$ cat config.mk
export PLATFORM = sky130hd
export DESIGN_NAME = muldiv_sequencer
export DESIGN_NICKNAME = d
export VERILOG_FILES = /design/src/rtl/muldiv_sequencer.sv
export SDC_FILE = /design/constraint.sdc
export NUM_CORES = 1
export LEC_CHECK = 0
export CAP_MARGIN = 15
export CORE_MARGIN = 2
export CORE_UTILIZATION = 32
export DETAILED_ROUTE_END_ITERATION = 8
export DONT_BUFFER_PORTS = 1
export PLACE_DENSITY = 0.54
export SETUP_SLACK_MARGIN = 0.02
export SLEW_MARGIN = 0
export SYNTH_ARGS = -nofsm -noshare
export SYNTH_HDL_FRONTEND = slang
export SYNTH_SLANG_ARGS = --single-unit
export TNS_END_PERCENT = 20
$ cat constraint.sdc
create_clock -name clk -period 2.3 [get_ports clk]
set_input_delay 0.345 -clock clk [delete_from_list [all_inputs] [get_ports clk]]
set_output_delay 0.345 -clock clk [all_outputs]
set_load 0.05 [all_outputs]
$ cat src/rtl/muldiv_sequencer.sv
// muldiv_sequencer: multi-cycle mul/div/mod sequencer that borrows the
// core's shared add/sub ALU. Multiply is shift-and-add; div/mod use
// restoring division on magnitudes with a final sign fix-up.
module muldiv_sequencer #(
  parameter int WIDTH = 16
) (
  input  logic             clk,
  input  logic             rst_n,
  input  logic             start,
  input  logic [1:0]       op,
  input  logic [WIDTH-1:0] opa,
  input  logic [WIDTH-1:0] opb,
  output logic             busy,
  output logic             done,
  output logic [WIDTH-1:0] result,
  output logic             dbz,
  output logic [WIDTH-1:0] alu_a,
  output logic [WIDTH-1:0] alu_b,
  output logic             alu_ctrl,
  input  logic [WIDTH-1:0] alu_result
);

  localparam int CW = (WIDTH > 1) ? $clog2(WIDTH) : 1;

  typedef enum logic [2:0] {
    S_IDLE,
    S_MLOOP,
    S_ABS_A,
    S_ABS_B,
    S_DLOOP,
    S_SGN_Q,
    S_SGN_R,
    S_DONE
  } state_t;

  state_t r_state;
  state_t w_next;

  // r_acc is the product accumulator for mul and the partial remainder for
  // div/mod; r_x is multiplicand / dividend; r_y is multiplier / quotient.
  logic [1:0]       r_op;
  logic [WIDTH-1:0] r_acc;
  logic [WIDTH-1:0] r_x;
  logic [WIDTH-1:0] r_y;
  logic [WIDTH-1:0] r_dvs;
  logic [WIDTH-1:0] r_res;
  logic             r_dbz;
  logic             r_sa;
  logic             r_sb;
  logic [CW-1:0]    r_cnt;

  logic             w_last;
  logic [WIDTH-1:0] w_rem_s;
  logic             w_ge;
  logic [WIDTH-1:0] w_macc;

  assign w_last  = (r_cnt == CW'(WIDTH - 1));
  assign w_rem_s = {r_acc[WIDTH-2:0], r_x[WIDTH-1]};
  assign w_ge    = (w_rem_s >= r_dvs);
  assign w_macc  = r_y[0] ? alu_result : r_acc;

  assign result = r_res;
  assign dbz    = r_dbz;

  // State register
  always_ff @(posedge clk or negedge rst_n) begin
    if (!rst_n) r_state <= S_IDLE;
    else        r_state <= w_next;
  end

  // Next-state decode and ALU operand/control steering
  always_comb begin
    w_next   = r_state;
    busy     = 1'b0;
    done     = 1'b0;
    alu_a    = '0;
    alu_b    = '0;
    alu_ctrl = 1'b0;
    case (r_state)
      S_IDLE: begin
        if (start) w_next = (op == 2'b00) ? S_MLOOP : S_ABS_A;
      end
      S_MLOOP: begin
        busy  = 1'b1;
        alu_a = r_acc;
        alu_b = r_x;
        if (w_last) w_next = S_DONE;
      end
      S_ABS_A: begin
        busy     = 1'b1;
        alu_b    = r_x;
        alu_ctrl = 1'b1;
        w_next   = S_ABS_B;
      end
      S_ABS_B: begin
        busy     = 1'b1;
        alu_b    = r_dvs;
        alu_ctrl = 1'b1;
        w_next   = S_DLOOP;
      end
      S_DLOOP: begin
        busy     = 1'b1;
        alu_a    = w_rem_s;
        alu_b    = r_dvs;
        alu_ctrl = 1'b1;
        if (w_last) w_next = S_SGN_Q;
      end
      S_SGN_Q: begin
        busy     = 1'b1;
        alu_b    = r_y;
        alu_ctrl = 1'b1;
        w_next   = S_SGN_R;
      end
      S_SGN_R: begin
        busy     = 1'b1;
        alu_b    = r_acc;
        alu_ctrl = 1'b1;
        w_next   = S_DONE;
      end
      S_DONE: begin
        done   = 1'b1;
        w_next = S_IDLE;
      end
      default: w_next = S_IDLE;
    endcase
  end

  // Datapath: operand capture, iteration, sign fix-up and result latch
  always_ff @(posedge clk or negedge rst_n) begin
    if (!rst_n) begin
      r_op  <= '0;
      r_acc <= '0;
      r_x   <= '0;
      r_y   <= '0;
      r_dvs <= '0;
      r_res <= '0;
      r_dbz <= 1'b0;
      r_sa  <= 1'b0;
      r_sb  <= 1'b0;
      r_cnt <= '0;
    end else begin
      case (r_state)
        S_IDLE: begin
          if (start) begin
            r_op  <= op;
            r_x   <= opa;
            r_y   <= opb;
            r_dvs <= opb;
            r_sa  <= opa[WIDTH-1];
            r_sb  <= opb[WIDTH-1];
            r_acc <= '0;
            r_cnt <= '0;
            r_res <= '0;
            r_dbz <= 1'b0;
          end
        end
        S_MLOOP: begin
          r_acc <= w_macc;
          r_x   <= r_x << 1;
          r_y   <= r_y >> 1;
          r_cnt <= r_cnt + CW'(1);
          if (w_last) r_res <= w_macc;
        end
        S_ABS_A: begin
          if (r_sa) r_x <= alu_result;
        end
        S_ABS_B: begin
          if (r_sb) r_dvs <= alu_result;
          r_cnt <= '0;
        end
        S_DLOOP: begin
          r_x   <= r_x << 1;
          r_acc <= w_ge ? alu_result : w_rem_s;
          r_y   <= {r_y[WIDTH-2:0], w_ge};
          r_cnt <= r_cnt + CW'(1);
        end
        S_SGN_Q: begin
          if (r_sa ^ r_sb) r_y <= alu_result;
        end
        S_SGN_R: begin
          // Zero magnitude divisor means divide-by-zero; the loop still ran
          // so latency stays fixed, but its quotient/remainder are discarded.
          if (r_dvs == '0) begin
            r_res <= '0;
            r_dbz <= 1'b1;
          end else if (r_op == 2'b10) begin
            r_res <= r_sa ? alu_result : r_acc;
          end else begin
            r_res <= r_y;
          end
        end
        default: ;
      endcase
    end
  end

endmodule
==> results of run 1 <==
[power by group]
part / internal (mW) / total [mW] / switching, mW
Clock: 0.845 / 1.55 / 0.706
Sequential: 2.38 / 3.66 / 1.28
Combinational: 4.43 / 10.8 / 6.37
[cells by family (layout without fill, tap and decap cells)]
family	count (synthesis)	in the layout	synth area share, %
adder cells (fa/ha/maj)	17	17	3.09
flip-flops	92	92	33.4
XOR/XNOR	1	1	0.127
AO/OA/AOI/OAI	263	263	25.9
buffers and inverters	100	157	6.04
multiplexers	123	123	18.5
AND/OR/NAND/NOR	203	203	13.0
[flip-flops by register name, summed over array words and instances, names as in the netlist]
name,cells
result,16
r_sa,1
r_x,16
r_sb,1
r_dvs,16
r_state,3
dbz,1
r_cnt,4
r_acc,16
r_op,2
r_y,16
[timing repair]
action	CTS	global route
gates resized for setup	6	22
hold endpoints to repair	92	92
setup buffers	3	2
setup endpoints to repair	43	41
pin swaps	0	4
[synthesized netlist by cell type (all sizes together) (4+ instances only)]
master and instances:
dfrtp 92, nand2b 5, buf 33, nor2b 5, a21oi 74, mux2i 101
nor2 61, o22ai 32, nor4 4, a22oi 14, o21a 12, o221ai 17
o2bb2ai 14, a311oi 4, o21ai 52, o211ai 11, a221oi 19, clkbuf 34
ha 17, inv 33, nor3 10, mux2 21, nand2 99
[final timing paths]
check                                   to  slack, ps  depth (start not counted)
worst min-delay path             result[3]       -330                          0
worst min register to register     r_op[0]        510                          1
max in group asynchronous       result[10]       2470                          0
min in group clk                      r_sb        130                          1
worst max register to register   r_acc[14]         50                          8
worst max-delay path              alu_b[5]         50                          5
[routing by layer]
metal  global-route usage, %  share of wire [%]  up-vias
met2                    36.5                 49      191
met3                    5.42                7.0       42
met5                       0                  0        -
met4                    7.29                2.7        0
li1                        -                  -     3050
met1                    28.5                 41     3155
[final cells by class]
type                            instances  area share, %
Timing Repair Buffer                  108           12.0
Tap cell                              275           4.10
Multi-Input combinational cell        607           51.4
Inverter                               33           1.51
Sequential cell                        92           27.5
Clock inverter                          6          0.761
Clock buffer                           10           2.73
==> summary.txt, run 1 <==
Status
  – Status: complete, but fails checks
  – Failing checks: hold timing

Worst setup path
  – Crit end category: output port
  – Slowest CP cell: dfrtp_2
  – Crit Path Class: flop to output port
  – Critical path's largest stage delay: 480 ps
  – Top delay family on crit path: simple AND/OR/NAND/NOR gates
  – Critical path fanouts, max: 12
  – CP Launch Point: r_state[1]
  – Worst R2R Start: r_dvs[15]
  – Crit path launch type: flop
  – Worst EP arrival: 1910 ps
  – WP data required: 1960 ps
  – CP bufs+invs: 1
  – Worst-path cell chain: nor2b_1, or2_4, a221oi_1, a21oi_1, buf_4

Clock network
  – Bufs on Longest Clock Path: 2
  – H-Tree Depth: 3
  – Total CTS buffers: 9
  – Later-pin clock latency in the skew report: 360 ps
  – Clock Pin Slew Worst Setup and Hold Paths: 70 ps
  – CTS tree: done
  – Clock sink count: 92
  – CTS root buf: clkbuf_16

Final layout
  – Cell area after layout: 0.00839 mm2
  – Commonest non-fill, non-tap cell in the layout: mux2i_1
  – Layout cells sized above 1: 22.3%
  – Diodes inserted: 0
  – Non-Filler Instances: 1131
  – Sequential cell area: 0.00231 mm2
  – Fin util: 39.8%
  – Layout area overhead: 21.8%
  – Most frequent cells in the layout: 101 x mux2i_1, 98 x nand2_1, 89 x dfrtp_1, 88 x buf_4, 72 x a21oi_1
  – Nets: 921
  – Fillcell total: 2171
  – Area of the multi-input gates: 0.00431 mm2

Floorplanning
  – Initial core utilization: 32.6%
  – Die X: 151 um
  – Cell Rows: 53
  – Ports: 105
  – Floorplan core area: 0.0211 mm2
  – Full die area: 0.0227 mm2
  – Die Y: 151 um

Yosys
  – Main synth FF type: dfrtp_1
  – Cell count after synthesis: 799
  – EDFF count, synth: 0
  – Post-Syn Nets: 869
  – Synth Register Bits: 92
  – Synth async-reset ratio: 100%
  – Yosys synthesis warning count: 0
  – Leading area contributor after synthesis: dfrtp_1
  – Syn_area_per_cell: 8.61 um2
  – Register area share after synthesis: 33.4%
  – Netlist Area Pre-Place: 0.00688 mm2
  – Top cells by area, synth: dfrtp_1 33%, mux2i_1 15%, a21oi_1 5.4%
  – Cell variety after synth: 54
  – Yosys top cell area share: 33.4%

STA
  – Final hold viol count: 92
  – Setup violators final: 0
  – Tmin final: 2250 ps
  – Setup ws final: 47.5 ps
  – Clock skew: 9.66 ps
  – RSZ-0062 raised after global routing: yes
  – Worst-Margin Slew: 700 ps
  – Pins over their slew limit: 0
  – Fmax: 0.444 GHz
  – Relative slew margins: 53.4%
  – Fin Hold WS: -329 ps
  – Setup_tns: 0 ps
  – Period utilization: 97.9%

Global routing
  – Global-route wire length before repair: 38000 um
  – Vias in the first global route: 6213
  – Grt total ovfl: 0
  – Largest net degree at the start of global routing: 93
  – Overall Global Routing Usage: 22.2%
  – Antenna violations before repair: 0

Drt
  – Final ANT Viol Nets: 0
  – WL final: 24800 um
  – Routed vias: 6438
  – WL/cell: 21.9 um
  – Violation count after the first detailed-routing iteration: 459
  – Drt drc: 0
  – Vias/cell: 5.69
  – Drt pass-1 iters: 5

Placement
  – Buffers on Ports: 0
  – Placed cell count: 1110
  – Post-Place Worst Slack: 13.5 ps
  – Gpl congestion: 0.842
  – DP HPWL: 18100 um
  – Area after DPL: 0.00793 mm2

Pwr
  – Worst ir drop on vdd: 1.44 mV
  – Power density over the cells: 1910 mW/mm2
  – Tot Pwr: 16.0 mW
  – LEAKAGE: 3.68 nW

Hold path
  – Worst Hold Class: input port to asynchronous set/reset pin

Flow run
  – Max-cap violations: 0
(Power assumes the default switching activity.)
==> run 2, diff against run 1 <==
Settings changed: CAP_MARGIN 15 to 10.
==> results of run 2 <==
Same layout as run 1: the final DEF is identical, and so are final timing and power.
